===== src/rtl/wb_config_shifter.sv =====
// wb_config_shifter: Wishbone slave that loads per-column 32-bit config words
// and streams them LSB first into one fabric region's config chains, with an
// optional one-cycle set (latch) pulse afterwards.
// Optional feature: define WB_CFG_READBACK_EN to add the cfg_return port.
// This captures the chain tail bits into the buffers during a shift and makes
// DATA registers readable.
`timescale 1ns/1ps
module wb_config_shifter #(
  parameter int          CONFIG_COL_WIDTH = 4,
  parameter int          WORD_BITS        = 32,
  parameter logic [31:0] BASE_ADDR        = 32'h3000_0000
) (
  input  logic                        wb_clk_i,
  input  logic                        wb_rst_i,
  input  logic                        wbs_stb_i,
  input  logic                        wbs_cyc_i,
  input  logic                        wbs_we_i,
  input  logic [3:0]                  wbs_sel_i,
  input  logic [31:0]                 wbs_data_i,
  input  logic [31:0]                 wbs_addr_i,
`ifdef WB_CFG_READBACK_EN
  input  logic [CONFIG_COL_WIDTH-1:0] cfg_return,
`endif
  output logic                        wbs_ack_o,
  output logic [31:0]                 wbs_data_o,
  output logic                        cen,
  output logic [CONFIG_COL_WIDTH-1:0] set_out,
  output logic [CONFIG_COL_WIDTH-1:0] shift_out
);

  typedef enum logic [1:0] {IDLE, SHIFT, SETP} state_t;

  state_t                      state, state_nx;
  logic [31:0]                 data_buf   [CONFIG_COL_WIDTH];
  logic [31:0]                 data_shift [CONFIG_COL_WIDTH];
  logic                        auto_set;
  logic [15:0]                 word_count;
  logic [5:0]                  bit_cnt;
  logic                        last_bit;
  logic                        hit, busy, stall, accept;
  logic                        is_ctrl, is_status, ctrl_wr, go_cmd, set_cmd;
  logic [CONFIG_COL_WIDTH-1:0] col_sel, fill;
  logic [31:0]                 rd_data, wr_mask;
  logic                        cen_d;
  logic [CONFIG_COL_WIDTH-1:0] set_d, shift_d;

`ifdef WB_CFG_READBACK_EN
  assign fill = cfg_return;
`else
  assign fill = '0;
`endif

  assign last_bit = (bit_cnt == 6'(WORD_BITS - 1));

  // Address decode, stall qualification and read-data selection.
  always_comb begin
    hit       = wbs_cyc_i & wbs_stb_i & (wbs_addr_i[31:8] == BASE_ADDR[31:8]);
    is_ctrl   = (wbs_addr_i[7:0] == 8'h00);
    is_status = (wbs_addr_i[7:0] == 8'h04);
    col_sel   = '0;
    for (int unsigned c = 0; c < CONFIG_COL_WIDTH; c++) begin
      if ((32'h10 + 4 * c) < 32'h100 && wbs_addr_i[7:0] == 8'(32'h10 + 4 * c))
        col_sel[c] = 1'b1;
    end
    busy    = (state != IDLE);
    // Only writes that would disturb an active shift wait; reads never stall.
    stall   = busy & wbs_we_i &
              ((|col_sel) | (is_ctrl & wbs_sel_i[0] & (wbs_data_i[1] | wbs_data_i[2])));
    accept  = hit & ~wbs_ack_o & ~stall;
    ctrl_wr = accept & wbs_we_i & is_ctrl & wbs_sel_i[0];
    go_cmd  = ctrl_wr & wbs_data_i[1];
    set_cmd = ctrl_wr & wbs_data_i[2];
    wr_mask = {{8{wbs_sel_i[3]}}, {8{wbs_sel_i[2]}}, {8{wbs_sel_i[1]}}, {8{wbs_sel_i[0]}}};
    rd_data = '0;
    if (is_ctrl)
      rd_data = {31'b0, auto_set};
    else if (is_status)
      rd_data = {word_count, 15'b0, busy};
`ifdef WB_CFG_READBACK_EN
    for (int unsigned c = 0; c < CONFIG_COL_WIDTH; c++) begin
      if (col_sel[c])
        rd_data = data_buf[c];
    end
`endif
  end

  // Next buffer contents for one shift step: right shift, fill at the word's top bit.
  always_comb begin
    for (int unsigned c = 0; c < CONFIG_COL_WIDTH; c++) begin
      data_shift[c]              = {1'b0, data_buf[c][31:1]};
      data_shift[c][WORD_BITS-1] = fill[c];
    end
  end

  // FSM next state and the next values of the registered fabric outputs.
  always_comb begin
    state_nx = state;
    cen_d    = 1'b0;
    set_d    = '0;
    shift_d  = '0;
    case (state)
      IDLE: begin
        if (go_cmd)
          state_nx = SHIFT;
        else if (set_cmd)
          state_nx = SETP;
      end
      SHIFT: begin
        cen_d = 1'b1;
        for (int unsigned c = 0; c < CONFIG_COL_WIDTH; c++)
          shift_d[c] = data_buf[c][0];
        if (last_bit)
          state_nx = auto_set ? SETP : IDLE;
      end
      SETP: begin
        set_d    = '1;
        state_nx = IDLE;
      end
      default: state_nx = IDLE;
    endcase
  end

  // State register.
  always_ff @(posedge wb_clk_i) begin
    if (!wb_rst_i)
      state <= IDLE;
    else
      state <= state_nx;
  end

  // Bus response, output registers, buffers and counters.
  always_ff @(posedge wb_clk_i) begin
    if (!wb_rst_i) begin
      wbs_ack_o  <= 1'b0;
      wbs_data_o <= '0;
      cen        <= 1'b0;
      set_out    <= '0;
      shift_out  <= '0;
      auto_set   <= 1'b0;
      word_count <= '0;
      bit_cnt    <= '0;
      for (int unsigned c = 0; c < CONFIG_COL_WIDTH; c++)
        data_buf[c] <= '0;
    end else begin
      wbs_ack_o  <= accept;
      wbs_data_o <= (accept && !wbs_we_i) ? rd_data : '0;
      cen        <= cen_d;
      set_out    <= set_d;
      shift_out  <= shift_d;
      if (ctrl_wr)
        auto_set <= wbs_data_i[0];
      if (go_cmd)
        bit_cnt <= '0;
      else if (state == SHIFT)
        bit_cnt <= last_bit ? '0 : bit_cnt + 6'd1;
      if (state == SHIFT && last_bit)
        word_count <= word_count + 16'd1;
      for (int unsigned c = 0; c < CONFIG_COL_WIDTH; c++) begin
        if (accept && wbs_we_i && col_sel[c])
          data_buf[c] <= (data_buf[c] & ~wr_mask) | (wbs_data_i & wr_mask);
        else if (state == SHIFT)
          data_buf[c] <= data_shift[c];
      end
    end
  end

endmodule


===== config.mk =====
export PLATFORM = sky130hd
export DESIGN_NAME = wb_config_shifter
export DESIGN_NICKNAME = d
export VERILOG_FILES = /design/src/rtl/wb_config_shifter.sv
export SDC_FILE = /design/constraint.sdc
export NUM_CORES = 1
export LEC_CHECK = 0
export ABC_AREA = 1
export CAP_MARGIN = 15
export CORE_UTILIZATION = 30
export CTS_CLUSTER_SIZE = 8
export DETAILED_ROUTE_END_ITERATION = 10
export SETUP_SLACK_MARGIN = 0.02
export SLEW_MARGIN = 40
export SYNTH_ARGS = -nofsm -noshare
export SYNTH_HDL_FRONTEND = slang
export SYNTH_SLANG_ARGS = --single-unit

===== constraint.sdc =====
create_clock -name wb_clk_i -period 3.6 [get_ports wb_clk_i]
set_input_delay 0.54 -clock wb_clk_i [delete_from_list [all_inputs] [get_ports wb_clk_i]]
set_output_delay 0.54 -clock wb_clk_i [all_outputs]
set_load 0.02 [all_outputs]

## Yosys cells after proc, flatten, opt, wreduce, memory -nomap -nowiden

Memory sizes are Yosys's and may differ from the RTL's.
Cells that the tools add are included.

| operators by class | value |
|---|---|
| $add $sub $neg | 2 |
| eq/ne operators | 11 |
| multiplexer cells | 47 |
| bitwise logic cells | 38 |
| reduce and logical (&&, ||, !) cells | 18 |

Operators with widths:

| kind | count |
|---|---|
| two-way mux 32 bit | 8 |
| bitwise AND 32 bit | 5 |
| bitwise OR 32 bit | 4 |
| == test 8 x 5 -> 1 bit, second input constant | 4 |
| two-way mux 1 bit | 32 |
| NOT 32 bit | 1 |
| == test 24 x 22 -> 1 bit, second input constant | 1 |
| adder 16 x 1 -> 16 bit, second input constant | 1 |
| bitwise AND 1 bit | 13 |
| bitwise OR 1 bit | 10 |
| == test 8 x 3 -> 1 bit, second input constant | 1 |
| zero test 8 bit | 1 |
| two-way mux 2 bit | 4 |
| OR reduction 4 bit | 2 |
| logical AND 1 bit | 7 |
| adder 6 x 1 -> 6 bit, second input constant | 1 |
| == test 6 x 5 -> 1 bit, second input constant | 1 |
| two-way mux 6 bit | 1 |
| AND reduction 2 bit | 3 |
| NOT 1 bit | 5 |
| two-way mux 4 bit | 1 |
| case mux 2 bit (2 select lines) | 1 |
| inequality test 3 bit, second input constant | 1 |
| OR reduction 3 bit | 1 |
| 7 further kinds | 7 |

| word-level totals | value |
|---|---|
| bits in registers | 67 |
| RAM bits | 128 |
| input port bits | 73 |
| output and inout port bits | 42 |
| word-level logic and storage cells | 128 |
| memories | 1 |

Memory list:

| name | words | bits a word | rd ports | clocked after Yosys merged registers in | wr ports | RTL line | source |
|---|---|---|---|---|---|---|---|
| data_buf | 4 | 32 | 4 | 0 | 4 | 34 | `logic [31:0] data_buf [CONFIG_COL_WIDTH];` |

## Longest topological paths before layout

| logic depth | value |
|---|---|
| depth in word-level cells | 14 |
| depth in mapped cells | 13 |
| mapped depth without buffers | 12 |

## Least setup slack after synthesis

No wires, ideal clock.

| path | value |
|---|---|
| kind | input port to flip-flop |
| start | input wbs_addr_i[31] |
| end | memory data_buf[3][0], enable pin |
| library setup time | 0.431 ns |
| data arrival time | 2.723 ns |
| required time | 3.169 ns |
| path slack | 0.446 ns |
| stages | 5 |
| cell sequence | nor3_1 -> nand3_1 -> nor2_4 -> nand3_4 -> o211ai_1 |

RTL lines:

| item | RTL line | source |
|---|---|---|
| start: declaration | 20 | `input logic [31:0] wbs_addr_i,` |
| end: declaration | 34 |  |

==> run summary <==
The hold path depth is 1. The final sum of negative setup slack came out at 0 ns. The number of maximum-capacitance constraint violations came out at 0. The number of clock buffers added by TritonCTS is 17. In this run the worst setup path begins at wbs_sel_i[0].

The count of H-tree levels built during CTS is 4. The clock transition at the registers of the reported paths is roughly 0.07 ns. The last element of the critical path is data_buf[1][24]. The top-area cell type share of the netlist area is 43.44%.

The final standard cell area without fillers came out at 0.01070 mm2. CTS placed an instance of sky130_fd_sc_hd__clkbuf_16 at the clock tree root. The worst register-to-register path ends at data_buf[1][24]. TritonCTS built the clock tree. The routed via count divided by cell count is 4.673.

The synthesized design contains approximately 130 enable-type register cells. The number of vias after detailed routing is 6,808. The clock drives 177 sinks. In this run the vertical extent of the chip is 173.7 um. The worst register-to-register path begins at wbs_ack_o. Entering global routing, the biggest net connects 157 pins.

The critical path class is input port to register. The overall global routing resource usage is about 14%. The dominant synthesized flop cell is sky130_fd_sc_hd__edfxtp_1. The buffer depth of the longest clock path is 2. The clock insertion delay at the later pin of the skew report is between 0.4 and 0.5 ns. The data arrival time at the worst-slack endpoint is 2.68 ns.

Once detailed placement completed, the half-perimeter wirelength came to 13,750 um. The worst hold slack is 0.4752 ns. After synthesis, flip-flops and latches occupy 54.52% of the total area. The synthesis-to-finish area growth is 20.91%. The DRC violation count after routing is 0. The horizontal die dimension is 173.7 um. By area the synthesized netlist is led by sky130_fd_sc_hd__edfxtp_1 (43%), sky130_fd_sc_hd__dfxtp_1 (11%), sky130_fd_sc_hd__nand2_1 (9.1%).

Of the available clock period, the critical path in the final layout requires between 70% and 80%. The run finished with clean final reports. The worst hold path belongs to the class register to register. The starting density of the core came out at 30.66%. The first global-routing pass estimated about 34,000 um of wire. Once the clock tree was built, the setup fixing pass inserted 0 buffers. The number of global-route vias before repair is 6,721. The number of endpoints with negative hold slack in the final report is 0. The routability congestion estimate from global placement is roughly 0.76. The synthesized area per cell is 9.011 um2. The slew of the pin with the lowest slew margin came out at 0.8286 ns. For this design the static power due to leakage is 3.781 nW.

Port buffering added slightly below 100 buffers. The number of antenna violations at the first check in global routing came out at 0. The number of DRC markers after the initial detailed-route iteration came out at 501. The gate count of the mapped netlist came out at 982.

The number of cell instances on the worst register-to-register path is 8. The fraction of final layout cells sized beyond drive strength 1 is between 10% and 20%. The antenna diode count is 0.

The total power density per cell area is 410.1 mW/mm2. The total power draw is about 4.4 mW. The number of standard-cell rows in the floorplan came out at 62. The worst hold path begins at state[0]. The total count of max-transition violations in the final report is 0. Setup repair after global routing left no endpoint under its margin. The worst setup path is captured at a register. The overflow left after global routing is 0. The count of nets left with antenna violations once routing finished came out at 0. The final layout contains 1,135 nets. Yosys printed 0 warnings.

The cell type with the largest total area after synthesis is sky130_fd_sc_hd__edfxtp_1. The worst max-slew margin expressed relative to the limit is 44.70%. The average wire per cell in the routed design is 14.02 um.

After detailed routing, the total wire length is between 20,000 and 25,000 um. The synthesized flop and latch total is between 150 and 200. Setup violations remaining at the end of the flow were counted as 0. The clock skew after layout is 0.01150 ns.

The largest vdd supply drop is 0.3224 mV. The slack of the worst reg-to-reg path came out at around 1.3 ns. The first-pass iteration count of the detailed router came out at 5. The top-level I/O count is approximately 120. The die area is 0.03019 mm2.

The fraction of registers with async set/reset came out at 0%. The highest clock rate came out at 383.6 MHz. Once layout is complete, the cells apart from fillers number 1,457.

The post-layout minimum cycle time came out at 2.607 ns. The core region is approximately 0.029 mm2. The number of gates resized after CTS came out at 0. Once placement completed, the tool counted placed cells totaling 1,425. Counting the fill cells in the layout gives 2,931. The largest fanout on the critical path is 32. The count of distinct cell types in the synthesized netlist is 37. The type of origin of the critical path is an input port. At the worst endpoint, the required time is 3.67 ns. After synthesis the cells add up to 0.008848 mm2.

The commonest cells after synthesis are sky130_fd_sc_hd__nand2_1 (215), sky130_fd_sc_hd__a21oi_1 (138), sky130_fd_sc_hd__edfxtp_1 (128). By instance count, the leading cell after synthesis is sky130_fd_sc_hd__nand2_1. After detailed placement, the total cell area comes to about 0.010 mm2.

The total of hold buffers inserted after clock tree synthesis is 0.
layout make-up:
cell class | instances | area, um2 | share of cell area [%]
inverter | 81 | 304.0 | 2.842
clock inverter | 15 | 167.7 | 1.567
tap | 384 | 480.5 | 4.491
timing repair buffer | 116 | 1144 | 10.69
sequential | 177 | 4825 | 45.09
multi-input combinational | 667 | 3353 | 31.34
clock buffer | 17 | 425.4 | 3.976
power by group:
group | internal (mW) | switching [mW] | leakage (nW)
Sequential | 2.22 | 0.0264 | 1.72
Clock | 0.935 | 0.900 | 0.288
Combinational | 0.128 | 0.173 | 1.78
Total | 3.29 | 1.10 | 3.78
layout by cell type, fill, tap and decap left out, drive strengths merged:
cell type      instances
nand2                218
a21oi                138
o21ai                130
edfxtp               128
clkdlybuf4s50         99
inv                   89
nor2                  77
dfxtp                 49
a21boi                32
clkbuf                17
buf                   17
conb                  15
nor3                  15
nand3                 14
xor2                   8
nand4                  6
clkinv                 6
nor4                   3
o22ai                  2
nor3b                  2
ha                     2
and2                   1
o211ai                 1
a211oi                 1
xnor2                  1
nand3b                 1
clkinvlp               1
worst min-delay path by stage:
stage	end	slack, ns
after global routing	wbs_data_o[24]	0.51
final	set_out[2]	0.48
after detailed placement	set_out[2]	0.46
after floorplan	wbs_data_o[31]	0.43
after global placement	word_count[9]	0.45
after CTS	set_out[2]	0.48
metal layers:
layer  global-route usage (%)  vias to the layer above  wire, um  share of wire (%)
li1                         -                     3464         -                  -
met1                    18.73                     3173      9861                 48
met2                    21.67                      147      9375                 46
met3                    3.180                       24       903                4.4
met4                    4.203                        0       291                1.4
met5                        0                        -         0                  0
stage by stage:
| stage | utilization (%) | setup slack [ns] |
|---|---|---|
| floorplan | - | 0.4464 |
| global placement | 35.02 | 0.5781 |
| detailed placement | 35.02 | 0.5277 |
| CTS | 37.08 | 0.9839 |
| global route | 37.08 | 0.8111 |
| finish | 37.08 | 0.9933 |
worst max-delay path: stages:
cell and delay, ns:
sky130_fd_sc_hd__clkdlybuf4s50_1 0.40, sky130_fd_sc_hd__buf_4 0.17, sky130_fd_sc_hd__nand2_1 0.14, sky130_fd_sc_hd__nand2_1 0.10
sky130_fd_sc_hd__nand2_1 0.07, sky130_fd_sc_hd__nand2_1 0.05, sky130_fd_sc_hd__nand2_2 0.09, sky130_fd_sc_hd__nand3_4 0.11
sky130_fd_sc_hd__nor2_4 0.15, sky130_fd_sc_hd__nand3_4 0.27, sky130_fd_sc_hd__nand3_1 0.16, sky130_fd_sc_hd__buf_4 0.41
cells by family after synthesis:
logic type | Yosys count | share of synthesized area [%]
other | 1 | 0.04238
adders and majority gates | 2 | 0.2828
xor gates and xnor gates | 9 | 0.8909
AOI/OAI and AO/OA | 304 | 19.41
buffers and inverters | 152 | 8.173
and+or+nand+nor | 337 | 16.67
DFF | 177 | 54.52
state kept, by name, summed over array words and instances (netlist names):
signal,cells
word_count,16
bit_cnt,6
auto_set,1
cen,1
shift_out,4
data_buf,128
set_out,1
wbs_ack_o,1
state,2
wbs_data_o,17
No activity file was read; power rests on OpenSTA's default activity.
